File: config.mk
export PLATFORM = sky130hd
export DESIGN_NAME = uart_tx_feeder
export DESIGN_NICKNAME = d
export VERILOG_FILES = /design/src/rtl/uart_pkg.sv /design/src/rtl/sync_fifo.sv /design/src/rtl/uart_tx_feeder.sv
export SDC_FILE = /design/constraint.sdc
export NUM_CORES = 1
export LEC_CHECK = 0
export BUFFER_PORTS_ARGS = -buffer_cell sky130_fd_sc_hd__buf_2
export CORE_UTILIZATION = 40
export DETAILED_ROUTE_END_ITERATION = 7
export HOLD_SLACK_MARGIN = 0.06
export SYNTH_ARGS = -nofsm -noshare
export SYNTH_HDL_FRONTEND = slang
export SYNTH_SLANG_ARGS = --single-unit
File: constraint.sdc
create_clock -name clk -period 4.9 [get_ports clk]
set_input_delay 1.225 -clock clk [delete_from_list [all_inputs] [get_ports clk]]
set_output_delay 1.225 -clock clk [all_outputs]
set_load 0.01 [all_outputs]
File: src/rtl/uart_pkg.sv
// Shared UART definitions.
// Holds the character width, bit timing, frame length and the state encoding
// of the transmit feeder FSM. No ports; imported by the UART-side modules.
package uart_pkg;

  localparam int DATA_W     = 7;
  localparam int BAUD_TICKS = 521;
  // start + 7 data + parity + stop = 10 bits (5210 cycles), rounded up for margin
  localparam int FRAME_CYCLES = 5500;
  localparam int TIMER_W      = 16;

  typedef enum logic [1:0] {
    IDLE = 2'd0,
    HOLD = 2'd1,
    GAP  = 2'd2
  } feeder_state_e;

endpackage

File: src/rtl/sync_fifo.sv
// Synchronous circular FIFO with explicit occupancy counter.
// Ports:
//   clk, rst      - clock, synchronous active-high reset (pointers/count only)
//   push, wr_data - write request and data; accepted when not full, or when
//                   a pop happens in the same cycle
//   pop           - remove head entry; ignored when empty
//   flush         - clear all entries; wins over push
//   rd_data       - head entry (first-word fall-through)
//   full, empty, count - registered occupancy status
module sync_fifo #(
  parameter int WIDTH = 7,
  parameter int DEPTH = 8,
  localparam int PTR_W = $clog2(DEPTH),
  localparam int CNT_W = $clog2(DEPTH) + 1
) (
  input  logic             clk,
  input  logic             rst,
  input  logic             push,
  input  logic [WIDTH-1:0] wr_data,
  input  logic             pop,
  input  logic             flush,
  output logic [WIDTH-1:0] rd_data,
  output logic             full,
  output logic             empty,
  output logic [CNT_W-1:0] count
);

  logic [WIDTH-1:0] mem [DEPTH];
  logic [PTR_W-1:0] wr_ptr;
  logic [PTR_W-1:0] rd_ptr;
  logic             do_push;
  logic             do_pop;

  assign full    = (count == CNT_W'(DEPTH));
  assign empty   = (count == '0);
  assign rd_data = mem[rd_ptr];

  assign do_pop  = pop && !empty;
  // A full FIFO still accepts a write when the head leaves in the same cycle.
  assign do_push = push && !flush && (!full || do_pop);

  always_ff @(posedge clk) begin
    if (do_push) mem[wr_ptr] <= wr_data;
  end

  // Pointers wrap naturally because DEPTH is a power of two.
  always_ff @(posedge clk) begin
    if (rst || flush) begin
      wr_ptr <= '0;
      rd_ptr <= '0;
      count  <= '0;
    end else begin
      if (do_push) wr_ptr <= wr_ptr + 1'b1;
      if (do_pop)  rd_ptr <= rd_ptr + 1'b1;
      case ({do_push, do_pop})
        2'b10:   count <= count + 1'b1;
        2'b01:   count <= count - 1'b1;
        default: count <= count;
      endcase
    end
  end

endmodule

File: src/rtl/uart_tx_feeder.sv
// Transmit-side buffer feeding the UART transmitter.
// Queues CPU characters and presents them one per frame window; since the
// transmitter has no busy/done output, the frame is timed here and datain_tx
// is held until the window (plus idle gap) closes.
// Ports:
//   clk, rst          - clock, synchronous active-high reset
//   wr_en, wr_data    - CPU write strobe and character
//   flush             - discard queued characters (frame in flight continues)
//   full, empty, count- FIFO status
//   overflow          - sticky: a write was dropped on a full FIFO
//   busy              - frame window or gap in progress
//   tx_start          - one-cycle start pulse to the transmitter
//   datain_tx         - character for the transmitter, stable per frame
module uart_tx_feeder #(
  parameter int DATA_W       = uart_pkg::DATA_W,
  parameter int DEPTH        = 8,
  parameter int FRAME_CYCLES = uart_pkg::FRAME_CYCLES,
  parameter int GAP_CYCLES   = 16,
  localparam int CNT_W       = $clog2(DEPTH) + 1
) (
  input  logic              clk,
  input  logic              rst,
  input  logic              wr_en,
  input  logic [DATA_W-1:0] wr_data,
  input  logic              flush,
  output logic              full,
  output logic              empty,
  output logic [CNT_W-1:0]  count,
  output logic              overflow,
  output logic              busy,
  output logic              tx_start,
  output logic [DATA_W-1:0] datain_tx
);

  import uart_pkg::feeder_state_e;
  import uart_pkg::IDLE;
  import uart_pkg::HOLD;
  import uart_pkg::GAP;
  import uart_pkg::TIMER_W;

  localparam logic [TIMER_W-1:0] FRAME_LAST = TIMER_W'(FRAME_CYCLES - 1);
  localparam logic [TIMER_W-1:0] GAP_LAST   = TIMER_W'(GAP_CYCLES - 1);

  feeder_state_e      state;
  feeder_state_e      state_n;
  logic [TIMER_W-1:0] timer;
  logic [TIMER_W-1:0] timer_n;
  logic               start_n;
  logic               pop;
  logic [DATA_W-1:0]  head;

  sync_fifo #(
    .WIDTH (DATA_W),
    .DEPTH (DEPTH)
  ) u_fifo (
    .clk     (clk),
    .rst     (rst),
    .push    (wr_en),
    .wr_data (wr_data),
    .pop     (pop),
    .flush   (flush),
    .rd_data (head),
    .full    (full),
    .empty   (empty),
    .count   (count)
  );

  assign busy = (state != IDLE);

  always_comb begin
    state_n = state;
    timer_n = timer;
    start_n = 1'b0;
    pop     = 1'b0;
    unique case (state)
      IDLE: begin
        if (!empty) begin
          pop     = 1'b1;
          start_n = 1'b1;
          timer_n = '0;
          state_n = HOLD;
        end
      end
      HOLD: begin
        if (timer == FRAME_LAST) begin
          timer_n = '0;
          state_n = (GAP_CYCLES == 0) ? IDLE : GAP;
        end else begin
          timer_n = timer + 1'b1;
        end
      end
      GAP: begin
        if (timer == GAP_LAST) begin
          timer_n = '0;
          state_n = IDLE;
        end else begin
          timer_n = timer + 1'b1;
        end
      end
      default: begin
        state_n = IDLE;
        timer_n = '0;
      end
    endcase
  end

  always_ff @(posedge clk) begin
    if (rst) begin
      state     <= IDLE;
      timer     <= '0;
      tx_start  <= 1'b0;
      datain_tx <= '0;
    end else begin
      state    <= state_n;
      timer    <= timer_n;
      tx_start <= start_n;
      if (pop) datain_tx <= head;
    end
  end

  // A write dropped by flush does not count as an overflow; a write to a full
  // FIFO in the same cycle as a pop is accepted.
  always_ff @(posedge clk) begin
    if (rst) begin
      overflow <= 1'b0;
    end else if (wr_en && !flush && full && !pop) begin
      overflow <= 1'b1;
    end
  end

endmodule

### Yosys cells after proc, flatten, opt, wreduce, memory -nomap -nowiden

Memory sizes are Yosys's and may differ from the RTL's. A register that Yosys moved wholly into a read port is not among the register bits.
Cells that the tools add are included.

| operators by class | value |
|---|---|
| $add $sub $neg | 5 |
| eq/ne operators | 10 |
| muxes and demuxes | 13 |
| reduce and logical (&&, ||, !) cells | 16 |

Operators by type and width:

| cell | number |
|---|---|
| $mux W16 | 3 |
| $pmux W16 S3 | 1 |
| $add A16 B1 Y16 const B | 1 |
| $eq A16 B13 Y1 const B | 1 |
| $eq A16 B4 Y1 const B | 1 |
| $pmux W4 S2 | 1 |
| $add A3 B1 Y3 const B | 2 |
| $mux W2 | 3 |
| $ne A2 B2 Y1 const B | 3 |
| $pmux W2 S3 | 1 |
| $logic_and A1 B1 Y1 | 5 |
| $add A4 B1 Y4 const B | 1 |
| $eq A2 B1 Y1 const B | 2 |
| $eq A2 B2 Y1 const B | 2 |
| $eq A4 B4 Y1 const B | 1 |
| $logic_not A1 Y1 | 4 |
| $logic_not A4 Y1 | 1 |
| $mux W1 | 4 |
| $reduce_bool A2 Y1 | 2 |
| $sub A4 B1 Y4 const B | 1 |
| $reduce_and A3 Y1 | 1 |
| $logic_not A2 Y1 | 1 |
| $logic_or A1 B1 Y1 | 2 |

| word-level totals | value |
|---|---|
| bits in registers | 30 |
| memory bits (writable) | 56 |
| bits of input ports | 11 |
| logic and storage cells | 52 |
| memories | 1 |

Memories:

| name | words | width | rd ports | clocked after memory_dff | write ports | line | RTL |
|---|---|---|---|---|---|---|---|
| u_fifo.mem | 8 | 7 | 1 | 1 | 1 | sync_fifo.sv:28 | `logic [WIDTH-1:0] mem [DEPTH];` |

### Depth between registers and ports, before layout

| depth | value |
|---|---|
| depth in word-level cells | 8 |
| depth in mapped cells | 11 |

### Cells and area by module

Synthesis repeated with hierarchy kept, for this count alone.

| second synthesis, totals | value |
|---|---|
| cells, all modules | 330 |
| area, all modules | 4202.8 um^2 |

Modules (own cells, without submodules):

| module | instances | cells an instance | area each (um^2) |
|---|---|---|---|
| sync_fifo | 1 | 157 | 2797.7 |
| uart_tx_feeder | 1 | 173 | 1405.1 |

### Least setup slack after synthesis

No wires, ideal clock.

| path | value |
|---|---|
| path type | in2reg |
| start | in wr_en |
| end | mem u_fifo.mem[0][0], enable pin |
| library setup time | 0.380 ns |
| arrival time | 2.603 ns |
| required time | 4.520 ns |
| path slack | 1.917 ns |
| stages on the path | 5 |
| path through | nor2b_1 > clkbuf_1 > a21boi_1 > nand2b_1 > nor3_1 |

| between the ends | value |
|---|---|
| longest elaborated chain between the ends | 4 |

RTL lines:

| what | line | RTL |
|---|---|---|
| from (decl) | uart_tx_feeder.sv:23 | `input logic wr_en,` |
| $logic_and A1 B1 Y1 (2 in series) | sync_fifo.sv:40 | `assign do_push = push && !flush && (!full \|\| do_pop);` |
| $mux W1 | sync_fifo.sv:43 | `if (do_push) mem[wr_ptr] <= wr_data;` |
| $mux W1 (implied by the code) | sync_fifo.sv:43 |  |
| to (decl) | sync_fifo.sv:28 |  |

No other way between the ends.

### Worst setup path in the final report

| path | value |
|---|---|
| start | in flush |
| end | mem u_fifo.mem[0][1], enable pin |

| between the ends | value |
|---|---|
| longest elaborated chain between the ends | 5 |

RTL lines:

| what | line | RTL |
|---|---|---|
| from (decl) | uart_tx_feeder.sv:25 | `input logic flush,` |
| $logic_not A1 Y1 | sync_fifo.sv:40 |  |
| $logic_and A1 B1 Y1 (2 in series) | sync_fifo.sv:40 |  |
| $mux W1 | sync_fifo.sv:43 |  |
| $mux W1 (implied by the code) | sync_fifo.sv:43 |  |

No other way between the ends.

==> results.yml <==
clock_network:
  h-tree-depth: 3
  postCtsSetupRepairBufs: 0
  clkLatencyLatePin_ns: 0.36
  cts_tree: "built"
  cts_buffers: 9
  ctsResizeCount: 0
  cts_root_buf: "clkbuf_8"
  ctsHoldBuffers: 0
  numClockSinks: 93
  path_clk_slew_ns: 0.09
  clk_path_buf_depth: 2
final_layout:
  fin_cells: 453
  layout.area.seq_um2: 2422
  drive_above_1_share_pct: 20.99
  final_nets: 338
  multi_input_area_um2: 1465
  nFillCells: 837
  n_antenna_cell: 0
  finalInstanceArea_um2: 4409
  synthToLayoutAreaGrowth_pct: 11.45
logic_synthesis:
  synth_area_per_cell_um2: 13.55
  synth_area_leaders: "edfxtp_1, dfxtp_1, mux4_2"
  synth-main-ff-cell: "edfxtp_1"
  synth_edf_count: 56
  yosysTopAreaCellShare_pct: 42.50
  ys_top_cells_by_count: "edfxtp_1, nor2_1, dfxtp_1"
  synthCells: 292
  synth-seq-cells: 93
  ys_seq_area_share_pct: 61.23
  synth_top_cell_by_area: "edfxtp_1"
  synth.distinct_cells: 44
  yosys_warnings: 0
  syn-num-nets: 311
  syn_area_um2: 3956
  async_flop_share_pct: 0
  post-synth-top-count-cell: "edfxtp_1"
hold_path:
  whs_endpoint: "overflow$_SDFFE_PP0P_"
  hold_class: "reg -> reg"
  hp-start: "overflow$_SDFFE_PP0P_"
  hold_depth: 2
setup_path:
  cp-start-kind: "primary input"
  r2r_slack_ns: 2.18
  cp_top_family: "simple AND/OR/NAND/NOR gates"
  cpMaxStageDelayCell: "nor3_1"
  worst_r2r_path_depth: 6
  critical_path_class: "in -> reg"
  crit_chain: "buf_2, nor2b_1, a21boi_1, nand2b_1, nor3_1"
  critPathCaptureType: "flop"
  worstPathRequired_ns: 4.89
  r2r-start: "state[0]$_SDFFE_PP0P_"
  timing.rr.end: "u_fifo.mem[0][1]$_DFFE_PP_"
  crit_arrival_ns: 3.17
  critPathMaxStageDelay_ns: 0.71
  critPathBufInv: 1
  path_max_fanout: 8
pwr:
  p_int_mw: 1.196
  p_switching_mw: 0.4541
  comb_power_share_pct: 14.9
  worst_ir_drop_vdd_mv: 0.1697
  p_leak_nw: 1.514
  p_per_area_nw_per_um2: 374.3
  swShare_pct: 27.51
  power_frac_clock_pct: 31.8
  seqPwrFrac_pct: 53.4
floorplanning:
  core-area_um2: 9415
  initial_core_util_pct: 42.02
  fp.dieW_um: 101.5
  die_h_um: 101.5
  ios: 27
  row_count: 35
  die_area_um2: 10290
sta:
  drv_slew: 0
  rsz0062_at_grt: "no"
  relSlewSlack_pct: 36.36
  post-route-period-util_pct: 64.83
  max_freq_mhz: 314.8
  finalHoldViolCount: 0
  worstMarginPinSlew_ns: 0.9533
  period_minus_slack_ns: 3.177
  whs_ns: 0.4911
  fin_skew_ns: 0.01380
  setup_viol: 0
  tns_ns: 0
placement:
  placed_cell_area_um2: 4205
  dp_hpwl_mm: 5.182
  dp.cells: 437
  portBuffers: 26
  place_congestion: 0.7658
detailed_routing:
  drt_iter0_markers: 115
  vias_per_cell: 5.208
  dr_total_vias: 2359
  drc: 0
  wl_mm: 7.338
  dr.pass1.iters: 4
  wl_per_cell_um: 16.20
  ant_nets: 0
global_routing:
  grt_pass1_vias: 2284
  gr-total-overflow: 0
  grt.total_usage_pct: 15.95
  antenna_found_initial: 0
  grt_pass1_wl_mm: 12.01
  grt_max_degree: 18
outcome:
  outcome: "completed"
job:
  cap_violations: 0
-- power groups by stage --
stage / Clock [mW] / Sequential [mW] / Combinational (mW)
2_1_floorplan: 0 / 0.895 / 0.183
3_3_place_gp: 0 / 0.899 / 0.247
3_5_place_dp: 0 / 0.899 / 0.249
4_1_cts: 0.541 / 0.882 / 0.249
5_1_grt: 0.571 / 0.886 / 0.278
6_report: 0.524 / 0.881 / 0.245
-- cell families after synthesis --
group | Yosys count | share of synthesized area (%)
AND/OR/NAND/NOR | 101 | 13.47
buffers and inverters | 16 | 1.740
AO/OA/AOI/OAI | 29 | 5.819
adder cells (fa/ha/maj) | 8 | 2.530
flip-flops | 93 | 61.23
multiplexers | 26 | 11.01
XOR/XNOR | 19 | 4.206
-- final cells by class --
cell class | count | area share (%)
multi-input combinational | 183 | 33.23
sequential | 93 | 54.94
clock inverter | 7 | 1.816
tap | 129 | 3.661
inverter | 5 | 0.4257
clock buffer | 9 | 2.809
timing repair buffer | 27 | 3.121
-- flip-flops by register name, indices dropped and copies added, names as in the netlist --
signal / flops
u_fifo.count: 4
u_fifo.rd_ptr: 3
tx_start: 1
u_fifo.wr_ptr: 3
datain_tx: 7
state: 2
timer: 16
overflow: 1
u_fifo.mem: 56
-- worst min-delay path, stage by stage, from the launching register on --
cell and delay, ns:
dfxtp_1 0.34, a31oi_1 0.05, nor2_1 0.07
-- layer usage --
layer / vias to the layer above / global-route usage [%] / wire [um]
met5: - / 0 / 0
li1: 1146 / - / -
met3: 11 / 4.072 / 404
met1: 1139 / 21.56 / 3502
met2: 63 / 24.18 / 3274
met4: 0 / 7.358 / 157
-- placed cells by master (no fill, tap or decap), drive strengths merged, types with 9 or more instances in the layout --
cell type,Yosys,final
nand2,17,17
xor2,17,17
mux4,14,14
nor2,42,42
nand4,9,9
a211oi,9,9
dfxtp,37,37
clkbuf,5,9
edfxtp,56,56
mux2i,12,12
buf,6,27
-- stage by stage --
step / util [%] / total power [mW] / worst slack [ns]
5_1_grt: 46.83 / 1.735 / 1.426
3_5_place_dp: 44.66 / 1.148 / 1.360
3_3_place_gp: 44.66 / 1.146 / 1.461
2_1_floorplan: - / 1.078 / 1.917
4_1_cts: 46.83 / 1.672 / 1.789
6_report: 46.83 / 1.651 / 1.723
-- worst max-delay path by stage --
stage | startpoint | to | slack (ns) | cells after the start
final | flush | u_fifo.mem[0][1]$_DFFE_PP_ | 1.72 | 5
after global routing | flush | u_fifo.mem[0][3]$_DFFE_PP_ | 1.43 | 5
after CTS | flush | u_fifo.mem[0][4]$_DFFE_PP_ | 1.79 | 5
after detailed placement | flush | u_fifo.mem[0][2]$_DFFE_PP_ | 1.36 | 5
after global placement | flush | u_fifo.mem[1][2]$_DFFE_PP_ | 1.46 | 5
after floorplan | wr_en | u_fifo.mem[0][0]$_DFFE_PP_ | 1.92 | 5
No activity file was read; power rests on OpenSTA's default activity.
